[src/rtl/lfsr_rng_pkg.sv]
`default_nettype none
// +--------------------------------------------------------------------------+
// | Module   : lfsr_rng_pkg                                                  |
// | Purpose  : Shared FSM encoding and Fibonacci LFSR step function.         |
// | Revision : 1.0  initial release                                          |
// +--------------------------------------------------------------------------+
package lfsr_rng_pkg;

    typedef enum logic [1:0] {
        IDLE = 2'd0,
        RUN  = 2'd1,
        HOLD = 2'd2
    } rng_fsm_t;

    // Operates on a zero-extended 32-bit view so one function serves every width.
    function automatic logic [31:0] lfsr_next(
        input logic [31:0] state,
        input logic [31:0] taps,
        input int unsigned width
    );
        logic fb;
        fb = ^(state & taps);
        return (state >> 1) | ({31'b0, fb} << (width - 1));
    endfunction

endpackage
`default_nettype wire

[src/rtl/lfsr_rng_core.sv]
`default_nettype none
// +--------------------------------------------------------------------------+
// | Module   : lfsr_core                                                     |
// | Purpose  : LFSR state register with load and shift controls.             |
// | Revision : 1.0  initial release                                          |
// +--------------------------------------------------------------------------+
module lfsr_core
    import lfsr_rng_pkg::*;
#(
    parameter int unsigned        WIDTH        = 8,
    parameter logic [WIDTH-1:0]   TAPS         = 8'h71,
    parameter logic [WIDTH-1:0]   DEFAULT_SEED = 8'h01
) (
    input  logic             clock,
    input  logic             reset,
    input  logic             shift_en,
    input  logic             load_en,
    input  logic [WIDTH-1:0] load_val,
    output logic [WIDTH-1:0] state,
    output logic [WIDTH-1:0] state_next
);

    localparam logic [31:0] c_TAPS_EXT = 32'(TAPS);

    logic [WIDTH-1:0] r_state;

    assign state_next = WIDTH'(lfsr_next(32'(r_state), c_TAPS_EXT, WIDTH));
    assign state      = r_state;

    // Load outranks shift so a seed always lands exactly as given.
    always_ff @(posedge clock or posedge reset) begin
        if (reset) begin
            r_state <= DEFAULT_SEED;
        end else if (load_en) begin
            r_state <= load_val;
        end else if (shift_en) begin
            r_state <= state_next;
        end
    end

endmodule
`default_nettype wire

[src/rtl/lfsr_rng.sv]
`default_nettype none
// +--------------------------------------------------------------------------+
// | Module   : lfsr_rng                                                      |
// | Purpose  : Decimating Fibonacci LFSR word generator with valid/ready.    |
// |            Define LFSR_RNG_PERIOD_MON_EN to add the period monitor.      |
// | Revision : 1.0  initial release                                          |
// +--------------------------------------------------------------------------+
module lfsr_rng
    import lfsr_rng_pkg::*;
#(
    parameter int unsigned        WIDTH        = 8,
    parameter logic [WIDTH-1:0]   TAPS         = 8'h71,
    parameter logic [WIDTH-1:0]   DEFAULT_SEED = 8'h01,
    parameter int unsigned        DECIM        = 4
) (
    input  logic             clock,
    input  logic             reset,
    input  logic             enable,
    input  logic             load,
    input  logic [WIDTH-1:0] seed,
    input  logic             out_ready,
    output logic             out_valid,
    output logic [WIDTH-1:0] out_data,
    output logic             lockup
`ifdef LFSR_RNG_PERIOD_MON_EN
    ,
    output logic             period_wrap,
    output logic [WIDTH-1:0] period_len
`endif
);

    localparam logic [7:0] c_STEP_LAST = 8'(DECIM - 1);

    rng_fsm_t         r_fsm;
    logic [7:0]       r_step_cnt;
    logic             r_out_valid;
    logic [WIDTH-1:0] r_out_data;
    logic             r_lockup;

    logic             w_seed_zero;
    logic [WIDTH-1:0] w_load_val;
    logic             w_shift;
    logic [WIDTH-1:0] w_state;
    logic [WIDTH-1:0] w_state_next;

    // An all-zero state would lock the LFSR forever, so it is never loaded.
    assign w_seed_zero = (seed == '0);
    assign w_load_val  = w_seed_zero ? DEFAULT_SEED : seed;
    assign w_shift     = (r_fsm == RUN) && enable && !load;

    lfsr_core #(
        .WIDTH        (WIDTH),
        .TAPS         (TAPS),
        .DEFAULT_SEED (DEFAULT_SEED)
    ) u_core (
        .clock      (clock),
        .reset      (reset),
        .shift_en   (w_shift),
        .load_en    (load),
        .load_val   (w_load_val),
        .state      (w_state),
        .state_next (w_state_next)
    );

    always_ff @(posedge clock or posedge reset) begin
        if (reset) begin
            r_fsm       <= IDLE;
            r_step_cnt  <= 8'd0;
            r_out_valid <= 1'b0;
            r_out_data  <= '0;
            r_lockup    <= 1'b0;
        end else begin
            r_lockup <= load && w_seed_zero;
            if (load) begin
                // A pending word is discarded, even if out_ready is high now.
                r_fsm       <= IDLE;
                r_step_cnt  <= 8'd0;
                r_out_valid <= 1'b0;
            end else begin
                case (r_fsm)
                    IDLE: begin
                        if (enable) begin
                            r_fsm <= RUN;
                        end
                    end
                    RUN: begin
                        if (!enable) begin
                            r_fsm <= IDLE;
                        end else if (r_step_cnt == c_STEP_LAST) begin
                            r_out_data  <= w_state_next;
                            r_out_valid <= 1'b1;
                            r_step_cnt  <= 8'd0;
                            r_fsm       <= HOLD;
                        end else begin
                            r_step_cnt <= r_step_cnt + 8'd1;
                        end
                    end
                    HOLD: begin
                        if (r_out_valid && out_ready) begin
                            r_out_valid <= 1'b0;
                            r_fsm       <= enable ? RUN : IDLE;
                        end
                    end
                    default: begin
                        r_fsm <= IDLE;
                    end
                endcase
            end
        end
    end

    assign out_valid = r_out_valid;
    assign out_data  = r_out_data;
    assign lockup    = r_lockup;

`ifdef LFSR_RNG_PERIOD_MON_EN
    logic [WIDTH-1:0] r_ref_state;
    logic [WIDTH-1:0] r_period_cnt;
    logic             r_period_wrap;
    logic [WIDTH-1:0] r_period_len;

    // Period is measured against whatever value the LFSR last started from.
    always_ff @(posedge clock or posedge reset) begin
        if (reset) begin
            r_ref_state   <= DEFAULT_SEED;
            r_period_cnt  <= '0;
            r_period_wrap <= 1'b0;
            r_period_len  <= '0;
        end else begin
            r_period_wrap <= 1'b0;
            if (load) begin
                r_ref_state  <= w_load_val;
                r_period_cnt <= '0;
                r_period_len <= '0;
            end else if (w_shift) begin
                if (w_state_next == r_ref_state) begin
                    r_period_wrap <= 1'b1;
                    r_period_len  <= r_period_cnt + 1'b1;
                    r_period_cnt  <= '0;
                end else begin
                    r_period_cnt <= r_period_cnt + 1'b1;
                end
            end
        end
    end

    assign period_wrap = r_period_wrap;
    assign period_len  = r_period_len;
`endif

endmodule
`default_nettype wire

[config.mk]
export PLATFORM = sky130hd
export DESIGN_NAME = lfsr_rng
export DESIGN_NICKNAME = d
export VERILOG_FILES = /design/src/rtl/lfsr_rng_pkg.sv /design/src/rtl/lfsr_rng_core.sv /design/src/rtl/lfsr_rng.sv
export SDC_FILE = /design/constraint.sdc
export NUM_CORES = 1
export LEC_CHECK = 0
export ABC_AREA = 1
export CAP_MARGIN = 20
export CORE_UTILIZATION = 53
export DETAILED_ROUTE_END_ITERATION = 6
export PLACE_DENSITY = 0.8
export SLEW_MARGIN = 20
export SYNTH_ARGS = -nofsm -noshare
export SYNTH_HDL_FRONTEND = slang
export SYNTH_SLANG_ARGS = --single-unit
[constraint.sdc]
create_clock -name clock -period 1.7 [get_ports clock]
set_input_delay 0.17 -clock clock [delete_from_list [all_inputs] [get_ports clock]]
set_output_delay 0.17 -clock clock [all_outputs]
set_load 0.01 [all_outputs]
==> results.toml <==
[synthesis]
synthTopCellsByArea = "dfrtp_1 45%, nand2_1 15%, nor2_1 7.3%"
netlist_instances = 192
netlist.area_leader.share = 0.4519
yosysWarnings = 0
syn_avg_cell_area_um2 = 7.787
yosysTopAreaCell = "dfrtp_1"
synth_nets = 206
synth.yosys.seq_area_share = 0.4695
ys_types = 28
synth-seq-cells = 28
synth.cell_area_um2 = 1495

[critical_path]
r2r_setup_slack_ns = 0.22
cp_top_family = "simple AND/OR/NAND/NOR gates"
crit_chain = "ha_1 -> nand2_2 -> nor2_4 -> nand2_4 -> nor2_8 -> inv_6 -> nand2_1 -> nand2_1"
max_stage_delay_ns = 0.42
worstSetupEndpointType = "flop"
timing.rr.start = "r_step_cnt[0]$_DFFE_PP0P_"
r2r_cells = 8
critPathArrivalTime_ns = 1.72
cp-start-kind = "flop"
rr_endpoint = "out_data[7]$_DFFE_PP0P_"
crit_type = "flop to flop"
critical_path.slowest_cell = "dfrtp_1"
path_buf_inv = 1
path_common_cell = "nand2_1"
critPathRequiredTime_ns = 1.94
crit_fanout = 9

[placement]
io_buffers = 22
dp_hpwl_mm = 2.351
place_inst = 244
gp_congestion = 0.8916
place_ws_ns = 0.1887
place_area_um2 = 1752

[drt]
first_iter_violations = 35
drc_errors = 0
viasPerCell = 5.508
num_vias = 1366
dr.pass1.iters = 4
wl_mm = 3.143
ant_nets = 0
wl_per_cell_um = 12.67

[grt]
grt_max_degree = 29
antenna_found_initial = 0
globalRoute.totalOverflow = 0
grt_pass1_vias = 1298
track_usage = 0.2374
grt_pass1_wl_mm = 5.112

[sta]
setup_viol = 0
period_share = 0.8707
rsz0062_at_grt = "no"
finalCriticalPeriod_ns = 1.480
max_freq_ghz = 0.6756
whs_ns = 0.1875
drv_slew = 0
worstMarginPinSlew_ns = 0.3553
finalClockSkew_ns = 0.01101
fin_ws_ns = 0.2198
slew_headroom = 0.7623
hold_viol_final = 0
finalSetupTns_ns = 0

[cells_and_area]
final_common_cell = "nand2_1"
fin_nets = 233
mostFrequentLayoutCells = "58 x nand2_1, 29 x nor2_1, 27 x dfrtp_1"
final_area_um2 = 1788
instances_no_fill = 248
n_antenna_cell = 0
drive_above_1_share = 0.1239
syn2layout_area_growth_pct = 19.58

[power]
p_sw_frac = 0.3076
cellPowerDensity_nw_per_um2 = 836.0
leakagePower_uw = 0.0008933
power_frac_clock = 0.218
vdd_drop_max_mv = 0.5695
internal-power_uw = 1035
p_seq_frac = 0.542
power_frac_comb = 0.241
switching_power_uw = 459.8

[clock_network]
htreeDepth = 1
clockBufferDepth = 2
clkLatencyLatePin_ns = 0.33
post_cts_buffers = 0
cts.hold.buffers_added = 0
cts_tree = "yes"
clk_pin_slew_worst_paths_ns = 0.15
post_cts_resized = 0
numClockSinks = 28
cts_buffers = 3
clockRootBuffer = "clkbuf_4"

[die]
dieArea_um2 = 3038
start_util = 0.5824
core_um2 = 2567
ioPinCount = 23
rows = 18
die-width_um = 55.12
die_h_um = 55.12

[hold_path]
hp-class = "input pin to async pin"

[run]
drv_cap = 0

[run_status]
status = "finished, final reports clean"
flip-flops by register name, summed over array words and instances (netlist names):
name          cells
lockup            1
out_data          8
out_valid         1
r_fsm             2
r_step_cnt        8
u_core.state      8
power groups by stage:
stage               Sequential, µW  Clock (µW)  Combinational [µW]
floorplan                      820           0                 218
global placement               817           0                 349
detailed placement             822           0                 360
CTS                            809         334                 362
global route                   821         347                 402
finish                         809         325                 360
worst reg2reg max path: stages (launching register included):
cell	delay, ns
dfrtp_1	0.42
ha_1	0.29
nand2_2	0.10
nor2_4	0.12
nand2_4	0.12
nor2_8	0.17
inv_6	0.07
nand2_1	0.06
nand2_1	0.06
metal layers:
layer  up-vias  routed length (µm)  global-route usage
li1        671                   -                   -
met1       630                1336              0.2660
met2        55                1570              0.4398
met3        10                 155             0.02186
met4         0                  81              0.1250
met5         -                   0                   0
worst max path at each step:
stage / start / endpoint / slack, ns / cells after the start
final: r_step_cnt[0]$_DFFE_PP0P_ / out_data[7]$_DFFE_PP0P_ / 0.22 / 8
after global routing: r_step_cnt[0]$_DFFE_PP0P_ / out_data[2]$_DFFE_PP0P_ / 0.12 / 8
after CTS: r_step_cnt[0]$_DFFE_PP0P_ / out_data[7]$_DFFE_PP0P_ / 0.21 / 8
after detailed placement: enable / out_data[7]$_DFFE_PP0P_ / 0.19 / 8
after global placement: enable / out_data[6]$_DFFE_PP0P_ / 0.26 / 8
after floorplan: r_step_cnt[0]$_DFFE_PP0P_ / out_data[6]$_DFFE_PP0P_ / 0.38 / 8
cells in the mapped netlist:
library cell and instances:
nor2_4 2, a21oi_1 8, nor3_1 3, dfrtp_1 27, nand3_1 9, o22ai_1 6, buf_2 1, or2_2 1
dfstp_2 1, inv_6 1, o21ai_0 4, nor4_1 1, and3_1 1, inv_2 6, nor2_1 29, o21ai_2 1
buf_6 1, xnor2_1 2, nand4_1 6, nor2_8 1, nand2_1 58, nand2_4 3, xor2_1 1, nor2_2 2
nand2_2 3, ha_1 1, inv_1 12, o21ai_1 1
cells by family (layout without fill, tap and decap cells):
kind of cell               count (synthesis)  after routing  share of synthesized area
AOI/OAI and AO/OA                         20             20                    0.07448
buffers and inverters                     21             47                    0.06192
adders and majority gates                  1              1                   0.008367
and+or+nand+nor                          119            119                     0.3682
DFF                                       28             28                     0.4695
xor gates and xnor gates                   3              3                    0.01758
stage by stage:
stage,power [µW],util
after floorplan,1038,-
after global placement,1165,0.6823
after detailed placement,1182,0.6823
after CTS,1506,0.6964
after global routing,1570,0.6964
final,1495,0.6964
area by class of cell:
cell class              count  area, µm²
inverters                  19      76.32
fillers                   218      779.5
well taps                  30      37.54
multi-input cells         143      700.7
flip-flops and latches     28      701.9
clock buffers               4      36.28
repair buffers             24      235.2
(Power assumes the default switching activity.)
